### src/rtl/mem_lsu_pkg.sv
// Shared CPU definitions for the load/store unit: opcodes, funct3 codes, FSM states, lane helpers.
package mem_lsu_pkg;

  localparam logic [6:0] OP_LOAD  = 7'b0000011;
  localparam logic [6:0] OP_STORE = 7'b0100011;

  localparam logic [2:0] F3_LB  = 3'd0;
  localparam logic [2:0] F3_LH  = 3'd1;
  localparam logic [2:0] F3_LW  = 3'd2;
  localparam logic [2:0] F3_LBU = 3'd4;
  localparam logic [2:0] F3_LHU = 3'd5;
  localparam logic [2:0] F3_SB  = 3'd0;
  localparam logic [2:0] F3_SH  = 3'd1;
  localparam logic [2:0] F3_SW  = 3'd2;

  localparam logic [2:0] ITYPE_STORE = 3'd4;
  localparam logic [2:0] ITYPE_LOAD  = 3'd5;

  typedef enum logic [1:0] {
    ST_IDLE = 2'd0,
    ST_REQ  = 2'd1,
    ST_DONE = 2'd2
  } lsu_state_e;

  function automatic logic f3_known(input logic [2:0] f3, input logic is_load);
    if (is_load) return f3 inside {F3_LB, F3_LH, F3_LW, F3_LBU, F3_LHU};
    return f3 inside {F3_SB, F3_SH, F3_SW};
  endfunction

  // Store and load codes share values for B/H/W, so one check serves both.
  function automatic logic misaligned(input logic [2:0] f3, input logic [1:0] lo);
    case (f3)
      F3_LW:         return lo != 2'b00;
      F3_LH, F3_LHU: return lo[0];
      default:       return 1'b0;
    endcase
  endfunction

  function automatic logic [3:0] store_strb(input logic [2:0] f3, input logic [1:0] idx);
    case (f3)
      F3_SB:   return 4'b0001 << idx;
      F3_SH:   return idx[1] ? 4'b1100 : 4'b0011;
      default: return 4'b1111;
    endcase
  endfunction

  function automatic logic [31:0] store_wdata(input logic [2:0] f3, input logic [31:0] d);
    case (f3)
      F3_SB:   return {4{d[7:0]}};
      F3_SH:   return {2{d[15:0]}};
      default: return d;
    endcase
  endfunction

endpackage

### src/rtl/mem_lsu_if.sv
// Data-bus port of the load/store unit: one outstanding req/ack transaction at a time.
interface mem_lsu_if;
  logic        bus_req_o;
  logic        bus_we_o;
  logic [31:0] bus_addr_o;
  logic [31:0] bus_wdata_o;
  logic [3:0]  bus_strb_o;
  logic        bus_ack_i;
  logic [31:0] bus_rdata_i;

  modport master (
    output bus_req_o, bus_we_o, bus_addr_o, bus_wdata_o, bus_strb_o,
    input  bus_ack_i, bus_rdata_i
  );

  modport slave (
    input  bus_req_o, bus_we_o, bus_addr_o, bus_wdata_o, bus_strb_o,
    output bus_ack_i, bus_rdata_i
  );
endinterface

### src/rtl/mem_lsu_load_align.sv
// Combinational load-data extraction: selects the byte/half lane and sign- or zero-extends it.
module lsu_load_align
  import mem_lsu_pkg::*;
(
  input  logic [31:0] i_rdata,
  input  logic [1:0]  i_idx,
  input  logic [2:0]  i_funct3,
  output logic [31:0] o_data
);

  logic [7:0]  w_byte;
  logic [15:0] w_half;

  assign w_byte = i_rdata[{i_idx, 3'b000} +: 8];
  assign w_half = i_rdata[{i_idx[1], 4'b0000} +: 16];

  always_comb begin
    o_data = i_rdata;
    case (i_funct3)
      F3_LB:   o_data = {{24{w_byte[7]}}, w_byte};
      F3_LBU:  o_data = {24'd0, w_byte};
      F3_LH:   o_data = {{16{w_half[15]}}, w_half};
      F3_LHU:  o_data = {16'd0, w_half};
      default: o_data = i_rdata;
    endcase
  end

endmodule

### src/rtl/mem_lsu.sv
// Load/store unit: runs one req/ack bus access with timeout, returns a registered writeback record.
// Latency 1 cycle (pass-through/misaligned) or >=2 (bus access); stall held from accept through ack.
module mem_lsu
  import mem_lsu_pkg::*;
#(
  parameter int TIMEOUT = 16
) (
  input  logic        clk,
  input  logic        rst,
  input  logic        lsu_valid_i,
  input  logic [31:0] lsu_pc_i,
  input  logic [31:0] lsu_inst_i,
  input  logic        lsu_wr_mem_en_i,
  input  logic        lsu_load_i,
  input  logic [31:0] lsu_mem_addr_i,
  input  logic [1:0]  lsu_wr_index_i,
  input  logic [1:0]  lsu_rd_index_i,
  input  logic [31:0] lsu_wr_data_i,
  input  logic [31:0] lsu_reg_wdata_i,
  input  logic        lsu_wr_reg_en_i,
  input  logic [4:0]  lsu_wr_reg_addr_i,
  mem_lsu_if.master   bus,
  output logic        lsu_stall_o,
  output logic        wb_valid_o,
  output logic [31:0] wb_pc_o,
  output logic [31:0] wb_inst_o,
  output logic [31:0] wb_wdata_o,
  output logic        wb_wr_en_o,
  output logic [4:0]  wb_wr_addr_o,
  output logic        lsu_misalign_o,
  output logic        lsu_bus_err_o
);

  localparam int CW = $clog2(TIMEOUT);
  localparam logic [CW-1:0] CNT_LAST = CW'(TIMEOUT - 1);

  lsu_state_e    r_state, w_state_nxt;
  logic [CW-1:0] r_cnt;
  logic          r_we, r_is_load, r_ld_wr_en;
  logic [31:0]   r_addr, r_wdata;
  logic [3:0]    r_strb;
  logic [1:0]    r_idx;
  logic [2:0]    r_f3;
  logic          r_wb_valid, r_wb_wr_en, r_misal, r_bus_err;
  logic [31:0]   r_wb_pc, r_wb_inst, r_wb_wdata;
  logic [4:0]    r_wb_wr_addr;

  logic [2:0]    w_f3;
  logic          w_is_mem, w_misal, w_start, w_ack, w_timeout;
  logic [31:0]   w_load_data;

  assign w_f3      = lsu_inst_i[14:12];
  assign w_is_mem  = lsu_valid_i & (lsu_load_i | lsu_wr_mem_en_i) & f3_known(w_f3, lsu_load_i);
  assign w_misal   = w_is_mem & misaligned(w_f3, lsu_mem_addr_i[1:0]);
  assign w_start   = (r_state != ST_REQ) & w_is_mem & ~w_misal;
  assign w_ack     = (r_state == ST_REQ) & bus.bus_ack_i;
  assign w_timeout = (r_state == ST_REQ) & ~bus.bus_ack_i & (r_cnt == CNT_LAST);

  lsu_load_align u_align (
    .i_rdata  (bus.bus_rdata_i),
    .i_idx    (r_idx),
    .i_funct3 (r_f3),
    .o_data   (w_load_data)
  );

  always_ff @(posedge clk) begin
    if (rst) r_state <= ST_IDLE;
    else     r_state <= w_state_nxt;
  end

  // IDLE and DONE behave identically: DONE only exists to present the record while accepting the next access.
  always_comb begin
    w_state_nxt = r_state;
    lsu_stall_o = 1'b0;
    case (r_state)
      ST_REQ: begin
        lsu_stall_o = 1'b1;
        if (w_ack | w_timeout) w_state_nxt = ST_DONE;
      end
      default: begin
        lsu_stall_o = w_start;
        w_state_nxt = w_start ? ST_REQ : ST_IDLE;
      end
    endcase
  end

  always_ff @(posedge clk) begin
    if (rst) begin
      r_cnt <= '0; r_we <= 1'b0; r_is_load <= 1'b0; r_ld_wr_en <= 1'b0;
      r_addr <= '0; r_wdata <= '0; r_strb <= '0; r_idx <= '0; r_f3 <= '0;
      r_wb_valid <= 1'b0; r_wb_wr_en <= 1'b0; r_misal <= 1'b0; r_bus_err <= 1'b0;
      r_wb_pc <= '0; r_wb_inst <= '0; r_wb_wdata <= '0; r_wb_wr_addr <= '0;
    end else begin
      r_wb_valid <= 1'b0;
      r_misal    <= 1'b0;
      r_bus_err  <= 1'b0;
      if (r_state == ST_REQ) begin
        r_cnt <= r_cnt + 1'b1;
        if (w_ack | w_timeout) begin
          r_wb_valid <= 1'b1;
          r_bus_err  <= w_timeout;
          r_wb_wr_en <= w_ack & r_ld_wr_en;
          if (w_ack & r_is_load) r_wb_wdata <= w_load_data;
        end
      end else if (lsu_valid_i) begin
        // Pass-through fields go straight into the record; for bus accesses they wait there until completion.
        r_wb_pc      <= lsu_pc_i;
        r_wb_inst    <= lsu_inst_i;
        r_wb_wdata   <= lsu_reg_wdata_i;
        r_wb_wr_addr <= lsu_wr_reg_addr_i;
        if (w_start) begin
          r_cnt      <= '0;
          r_wb_wr_en <= 1'b0;
          r_we       <= ~lsu_load_i;
          r_is_load  <= lsu_load_i;
          r_ld_wr_en <= lsu_load_i & lsu_wr_reg_en_i & (lsu_wr_reg_addr_i != 5'd0);
          r_addr     <= {lsu_mem_addr_i[31:2], 2'b00};
          r_wdata    <= store_wdata(w_f3, lsu_wr_data_i);
          r_strb     <= lsu_load_i ? 4'b0000 : store_strb(w_f3, lsu_wr_index_i);
          r_idx      <= lsu_rd_index_i;
          r_f3       <= w_f3;
        end else begin
          r_wb_valid <= 1'b1;
          r_misal    <= w_misal;
          r_wb_wr_en <= lsu_wr_reg_en_i & ~w_misal;
        end
      end
    end
  end

  assign bus.bus_req_o   = (r_state == ST_REQ);
  assign bus.bus_we_o    = r_we;
  assign bus.bus_addr_o  = r_addr;
  assign bus.bus_wdata_o = r_wdata;
  assign bus.bus_strb_o  = r_strb;

  assign wb_valid_o     = r_wb_valid;
  assign wb_pc_o        = r_wb_pc;
  assign wb_inst_o      = r_wb_inst;
  assign wb_wdata_o     = r_wb_wdata;
  assign wb_wr_en_o     = r_wb_wr_en;
  assign wb_wr_addr_o   = r_wb_wr_addr;
  assign lsu_misalign_o = r_misal;
  assign lsu_bus_err_o  = r_bus_err;

endmodule

### src/flat_wrapper.sv
// flat-port wrapper written by rule: the top's interface ports become plain ports
module mem_lsu_flat import mem_lsu_pkg::*;
#(
  parameter int TIMEOUT = 16
)
  (clk, rst, lsu_valid_i, lsu_pc_i, lsu_inst_i, lsu_wr_mem_en_i, lsu_load_i, lsu_mem_addr_i, lsu_wr_index_i, lsu_rd_index_i, lsu_wr_data_i, lsu_reg_wdata_i, lsu_wr_reg_en_i, lsu_wr_reg_addr_i, lsu_stall_o, wb_valid_o, wb_pc_o, wb_inst_o, wb_wdata_o, wb_wr_en_o, wb_wr_addr_o, lsu_misalign_o, lsu_bus_err_o, bus_bus_req_o, bus_bus_we_o, bus_bus_addr_o, bus_bus_wdata_o, bus_bus_strb_o, bus_bus_ack_i, bus_bus_rdata_i);
  mem_lsu_if bus_i ();
  input  logic clk;
  input  logic rst;
  input  logic lsu_valid_i;
  input  logic [31:0] lsu_pc_i;
  input  logic [31:0] lsu_inst_i;
  input  logic lsu_wr_mem_en_i;
  input  logic lsu_load_i;
  input  logic [31:0] lsu_mem_addr_i;
  input  logic [1:0] lsu_wr_index_i;
  input  logic [1:0] lsu_rd_index_i;
  input  logic [31:0] lsu_wr_data_i;
  input  logic [31:0] lsu_reg_wdata_i;
  input  logic lsu_wr_reg_en_i;
  input  logic [4:0] lsu_wr_reg_addr_i;
  output logic lsu_stall_o;
  output logic wb_valid_o;
  output logic [31:0] wb_pc_o;
  output logic [31:0] wb_inst_o;
  output logic [31:0] wb_wdata_o;
  output logic wb_wr_en_o;
  output logic [4:0] wb_wr_addr_o;
  output logic lsu_misalign_o;
  output logic lsu_bus_err_o;
  output wire logic [$bits(bus_i.bus_req_o)-1:0] bus_bus_req_o;
  output wire logic [$bits(bus_i.bus_we_o)-1:0] bus_bus_we_o;
  output wire logic [$bits(bus_i.bus_addr_o)-1:0] bus_bus_addr_o;
  output wire logic [$bits(bus_i.bus_wdata_o)-1:0] bus_bus_wdata_o;
  output wire logic [$bits(bus_i.bus_strb_o)-1:0] bus_bus_strb_o;
  input wire logic [$bits(bus_i.bus_ack_i)-1:0] bus_bus_ack_i;
  input wire logic [$bits(bus_i.bus_rdata_i)-1:0] bus_bus_rdata_i;
  assign bus_bus_req_o = bus_i.bus_req_o;
  assign bus_bus_we_o = bus_i.bus_we_o;
  assign bus_bus_addr_o = bus_i.bus_addr_o;
  assign bus_bus_wdata_o = bus_i.bus_wdata_o;
  assign bus_bus_strb_o = bus_i.bus_strb_o;
  assign bus_i.bus_ack_i = bus_bus_ack_i;
  assign bus_i.bus_rdata_i = bus_bus_rdata_i;
  mem_lsu #(.TIMEOUT(TIMEOUT)) u_core (.clk(clk), .rst(rst), .lsu_valid_i(lsu_valid_i), .lsu_pc_i(lsu_pc_i), .lsu_inst_i(lsu_inst_i), .lsu_wr_mem_en_i(lsu_wr_mem_en_i), .lsu_load_i(lsu_load_i), .lsu_mem_addr_i(lsu_mem_addr_i), .lsu_wr_index_i(lsu_wr_index_i), .lsu_rd_index_i(lsu_rd_index_i), .lsu_wr_data_i(lsu_wr_data_i), .lsu_reg_wdata_i(lsu_reg_wdata_i), .lsu_wr_reg_en_i(lsu_wr_reg_en_i), .lsu_wr_reg_addr_i(lsu_wr_reg_addr_i), .bus(bus_i), .lsu_stall_o(lsu_stall_o), .wb_valid_o(wb_valid_o), .wb_pc_o(wb_pc_o), .wb_inst_o(wb_inst_o), .wb_wdata_o(wb_wdata_o), .wb_wr_en_o(wb_wr_en_o), .wb_wr_addr_o(wb_wr_addr_o), .lsu_misalign_o(lsu_misalign_o), .lsu_bus_err_o(lsu_bus_err_o));
endmodule
### config.mk
export PLATFORM = sky130hd
export DESIGN_NAME = mem_lsu_flat
export DESIGN_NICKNAME = d
export VERILOG_FILES = /design/src/rtl/mem_lsu_pkg.sv /design/src/rtl/mem_lsu_if.sv /design/src/rtl/mem_lsu_load_align.sv /design/src/rtl/mem_lsu.sv /design/src/flat_wrapper.sv
export SDC_FILE = /design/constraint.sdc
export NUM_CORES = 1
export LEC_CHECK = 0
export CAP_MARGIN = 20
export CORE_UTILIZATION = 37
export DETAILED_ROUTE_END_ITERATION = 16
export PLACE_DENSITY = 0.86
export SLEW_MARGIN = 20
export SYNTH_ARGS = -nofsm -noshare
export SYNTH_HDL_FRONTEND = slang
export SYNTH_SLANG_ARGS = --single-unit
### constraint.sdc
create_clock -name clk -period 1.7 [get_ports clk]
set_input_delay 0.34 -clock clk [delete_from_list [all_inputs] [get_ports clk]]
set_output_delay 0.34 -clock clk [all_outputs]
set_load 0.1 [all_outputs]
# Word-level counts from Yosys, hierarchy flattened
# Index checks and enable logic that the tools add are counted.
# Widths: inputs -> output; s select.
# op_classes
n_reduce_logical	16
muxes	28
div_mod_pow	0
multipliers	0
shift	3
n_lt_le_gt_ge	0
n_bitwise	21
eq_ne	12
add_sub_neg	1
# op_table
cell	count
$mux 32	4
$pmux 32 s4	1
$pmux 32 s2	1
$shiftx 32x6->16	1
$shiftx 32x6->8	1
$mux 4	5
$and 1x1->1	13
$mux 1	13
$eq 3x3->1 const B	4
$reduce_bool 5->1	2
$pmux 4 s2	1
$eq 3x1->1 const B	2
$logic_not 3->1	2
$ne 2x1->1 const B	3
$not 1->1	6
$reduce_and 2->1	3
$reduce_and 3->1	2
$reduce_bool 2->1	3
$add 4x1->4 const B	1
$eq 4x4->1 const B	1
$mux 2	2
$reduce_or 4->1	1
$shl 1x2->4 const A	1
$eq 3x2->1 const B	1
other kinds (6)	7
# word_totals
register_bits	185
romBits	0
wordCells	99
output_inout_bits	176
n_memories	0
latchBits	0
input_bits	208
ramBits	0

# Longest topological paths before layout
# logic_depth
word_depth	11
mapped_depth	8
ltp_nobuf	5

# Modules after synthesis
# A second synthesis with hierarchy kept.
# unflattened
hier_cells	1019
hier_area_um2	8065.2
# by_module_without_submodules
mod	area_each_um2	cells_per_inst	instances	seq_area_each_um2
mem_lsu	7437.1	910	1	3703.6
lsu_load_align	628.1	109	1	0.0

# Worst setup path after synthesis
# Ideal clock, no wire load.
# synth_path
kind	input-to-reg
startpoint	in lsu_inst_i[14]
endpoint	reg u_core.r_state[0]
path_buffers	1
setup_slack_ns	-0.397
arrival_ns	1.976
setup_ns	0.120
cell_stages	5
required_ns	1.580
cell_sequence	buf_2 > nor2b_1 > o221ai_2 > nand2_1 > and3_1
# synth_via
elab_chain_len	10
elab_cells_between_ends	18
cone_classes	eq/ne (4); mux (5); bitwise (5); reduce/logical (4)
# synth_lines
item	line_no	source
start: declaration	flat_wrapper.sv:12	input logic [31:0] lsu_inst_i;
$eq 3x1->1 (tied with other cells)	mem_lsu_pkg.sv:26, mem_lsu_pkg.sv:27, mem_lsu_pkg.sv:32	
$reduce_bool 5->1	mem_lsu_pkg.sv:26	if (is_load) return f3 inside {F3_LB, F3_LH, F3_LW, F3_LBU, F3_LHU};
$mux 1	mem_lsu_pkg.sv:26	
$mux 1	mem_lsu_pkg.sv:27	return f3 inside {F3_SB, F3_SH, F3_SW};
$and 1x1->1	mem_lsu.sv:53	assign w_is_mem = lsu_valid_i & (lsu_load_i | lsu_wr_mem_en_i) & f3_known(w_f3, lsu_load_i);
$and 1x1->1	mem_lsu.sv:54	assign w_misal = w_is_mem & misaligned(w_f3, lsu_mem_addr_i[1:0]);
$not 1->1	mem_lsu.sv:55	assign w_start = (r_state != ST_REQ) & w_is_mem & ~w_misal;
$and 1x1->1 *	mem_lsu.sv:55	
$mux 1 *	mem_lsu.sv:82	w_state_nxt = w_start ? ST_REQ : ST_IDLE;
$mux 2 *	mem_lsu.sv:75	case (r_state)
end signal: assignment	mem_lsu.sv:68	else r_state <= w_state_nxt;
end: declaration	mem_lsu.sv:37	lsu_state_e r_state, w_state_nxt;
# Every way passes the cells marked *; elsewhere a longest branch is shown, timed or not. The select of a mux whose other input is x is not followed.
# A chain may end at the register's enable or synchronous reset.

# Worst setup path in the final report
# layout_path
startpoint	in lsu_mem_addr_i[1]
endpoint	out lsu_stall_o
# layout_via
elab_chain_len	6
# layout_lines
item	line_no	source
start: declaration	flat_wrapper.sv:15	input logic [31:0] lsu_mem_addr_i;
$reduce_bool 2->1	mem_lsu_pkg.sv:33	F3_LW: return lo != 2'b00;
$pmux 1 s2	mem_lsu_pkg.sv:32	case (f3)
$and 1x1->1	mem_lsu.sv:54	
$not 1->1	mem_lsu.sv:55	
$and 1x1->1	mem_lsu.sv:55	
$mux 1	mem_lsu.sv:75	
end: declaration	flat_wrapper.sv:22	output logic lsu_stall_o;
# Every way passes these cells.

==> flow_metrics.env <==
export IMPL_fin_ws_ns=-0.0232
export IMPL_cts_tree="done"
export IMPL_grt_start_max_net_pins=84
export IMPL_start_util=0.379
export IMPL_power_density_nw_per_um2=894
export IMPL_post_synth_top_area_cell="dfxtp_1"
export IMPL_synth_top_area_share=0.462
export IMPL_ys_seq_area_frac=0.462
export IMPL_seq_area_um2=3710
export IMPL_final_cells=1648
export IMPL_r2r_setup_slack_ns=0.03
export IMPL_crit_buf_inv=2
export IMPL_dr_first_iter_drc_count=632
export IMPL_cp_top_family="simple AND/OR/NAND/NOR gates"
export IMPL_via_per_inst=5.44
export IMPL_area_growth_pct=86.7
export IMPL_fin_nets=1567
export IMPL_synth_area_per_cell_um2=8.23
export IMPL_cp_start_kind="input port"
export IMPL_setup_viol=1
export IMPL_grt_pass1_wl_mm=48.6
export IMPL_hold_violations=0
export IMPL_track_usage=0.281
export IMPL_criticalPathCategory="input port to output pin"
export IMPL_holdBufCountCts=0
export IMPL_critPathMaxFanout=2
export IMPL_dpl_cell_count=1600
export IMPL_io_pin_count=384
export IMPL_wl_per_cell_um=19.7
export IMPL_clk_latency_ns=0.43
export IMPL_synthTopCellsByCount="nand2_1, dfxtp_1, a21oi_1"
export IMPL_grt_overflow_total=0
export IMPL_cts_buffers=17
export IMPL_clkTransAtPathRegs_ns=0.07
export IMPL_violations="negative setup slack"
export IMPL_slew_viol_final=0
export IMPL_synthArstFlopShare=0
export IMPL_multi_input_area_um2=3910
export IMPL_drc=0
export IMPL_status="finished with violations"
export IMPL_drt_first_pass_iters=7
export IMPL_max_freq_mhz=580
export IMPL_synth_area_um2=8020
export IMPL_yosysMostFrequentCell="nand2_1"
export IMPL_num_rows=53
export IMPL_cp_end_kind="output pin"
export IMPL_period_needed_ns=1.72
export IMPL_grt_pass1_vias=9158
export IMPL_htree_levels=4
export IMPL_synth_flop_cell="dfxtp_1"
export IMPL_netlist_instances=974
export IMPL_postLayoutCoreUtil=0.708
export IMPL_dpl_hpwl_mm=23.5
export IMPL_total_power_mw=13.4
export IMPL_hold_path_class="input port to flop"
export IMPL_vias=8965
export IMPL_critPathMaxStageDelay_ns=0.35
export IMPL_antenna_found_initial=2
export IMPL_coreArea_um2=21200
export IMPL_clockRootBuffer="clkbuf_16"
export IMPL_max_vdd_ir_drop_mv=0.656
export IMPL_port_buffers=381
export IMPL_synth_edf_count=0
export IMPL_wirelength_mm=32.4
export IMPL_fin_crit_sh=1.01
export IMPL_grt_setup_unrepaired="yes"
export IMPL_clock_path_buffers=2
export IMPL_synthTopCellsByArea="dfxtp_1, a21oi_1, nand2_1"
export IMPL_dieHeight_um=149
export IMPL_ys_ff_latch=185
export IMPL_p_leak_nw=5.73
export IMPL_critPathSlowestCell="nor4_4"
export IMPL_ys_warn_count=0
export IMPL_clock_sinks=185
export IMPL_die_area_um2=22300
export IMPL_die_w_um=149
export IMPL_crit_chain="clkdlybuf4s15_1 -> nor4_4 -> o221ai_4 -> nand2_4 -> buf_12"
export IMPL_layout_drive_gt1_share=0.247
export IMPL_synth_distinct_cells=58
export IMPL_cp_required_ns=1.36
export IMPL_cap_violations=0
export IMPL_cp_arrival_ns=1.38
export IMPL_gp_congestion=0.973
export IMPL_fin_worst_skew_ns=0.0126
export IMPL_antenna_left=0
export IMPL_fill_cells=1465
worst min-delay path, stage by stage:
cell and delay, ns:
dlymetal6s2s_1 0.19, nand3_1 0.12, a21oi_1 0.07
final timing paths:
path,end,startpoint,depth (start not counted)
max,lsu_stall_o,lsu_mem_addr_i[1],5
min,u_core.r_is_load,lsu_load_i,3
max reg2reg,u_core.wb_wdata_o[8],u_core.r_idx[1],5
min reg2reg,u_core.lsu_bus_err_o,u_core.r_cnt[3],2
cells in the final DEF, fill, tap and decap left out, types with 4 or more instances in the layout:
cell type        instances
o221ai_1                17
nor2_1                  23
dfxtp_1                182
nand2_1                188
nor3_1                   6
clkdlybuf4s50_1        199
a211oi_1                 9
clkbuf_16               19
inv_6                    5
o21ai_0                 84
a21oi_1                153
o2111ai_1                8
nand3_1                 52
buf_4                   61
o21ba_2                 16
nand2b_1                 5
o221a_2                  4
a311oi_1                20
and2_1                  16
buf_12                 189
mux2_2                   9
mux2i_1                 17
a21o_1                   7
inv_1                    4
layout make-up:
class,instances,area share
Antenna cell,2,0.000334
Clock buffer,18,0.0287
Clock inverter,14,0.00903
Inverter,5,0.00176
Multi-Input combinational cell,687,0.261
Sequential cell,185,0.248
Tap cell,275,0.0230
Timing Repair Buffer,462,0.429
cell families after synthesis:
group / share of synthesized area
adders and majority gates: 0.00156
muxes: 0.0357
DFF: 0.462
AOI/OAI and AO/OA: 0.265
and+or+nand+nor: 0.176
buffers and inverters: 0.0593
other: 0.000468
metrics by stage:
stage               TNS, ns  setup slack [ns]  hold WS, ns  instance area (µm²)
floorplan                 0            0.0201        0.416                 8030
global placement     -51.49            -0.507        0.463                14200
detailed placement   -57.12            -0.571        0.471                14200
CTS                  -0.130            -0.130        0.410                14800
global route         -0.106           -0.0605        0.351                15000
finish              -0.0232           -0.0232        0.364                15000
sequential cells by signal, indices dropped and copies added, names as in the netlist, 2 cells and up:
signal and flops:
u_core.wb_pc_o 32, u_core.bus.bus_strb_o 4, u_core.wb_wr_addr_o 5, u_core.r_cnt 4, u_core.wb_inst_o 32, u_core.r_state 2
u_core.r_f3 3, u_core.bus.bus_wdata_o 32, u_core.r_idx 2, u_core.bus.bus_addr_o 30, u_core.wb_wdata_o 32
what timing repair did:
action,4_1_cts,5_1_grt
setup buffers,6,6
pin swaps,3,3
gates cloned,1,2
endpoints found under the setup margin,48,14
gates resized for setup,8,19
metal layers:
metal,routed length (µm),track usage,up-vias
met5,0,0,-
met1,11700,0.314,4218
li1,-,-,4211
met3,2840,0.0774,77
met2,16800,0.496,459
met4,1130,0.124,0
power breakdown:
part / leakage (nW) / switching (mW) / total [mW] / internal, mW
Combinational: 3.93 / 2.80 / 4.65 / 1.85
Sequential: 1.52 / 0.276 / 4.87 / 4.59
Clock: 0.279 / 1.91 / 3.86 / 1.95
Note: power is estimated with default switching activity, not from simulation.
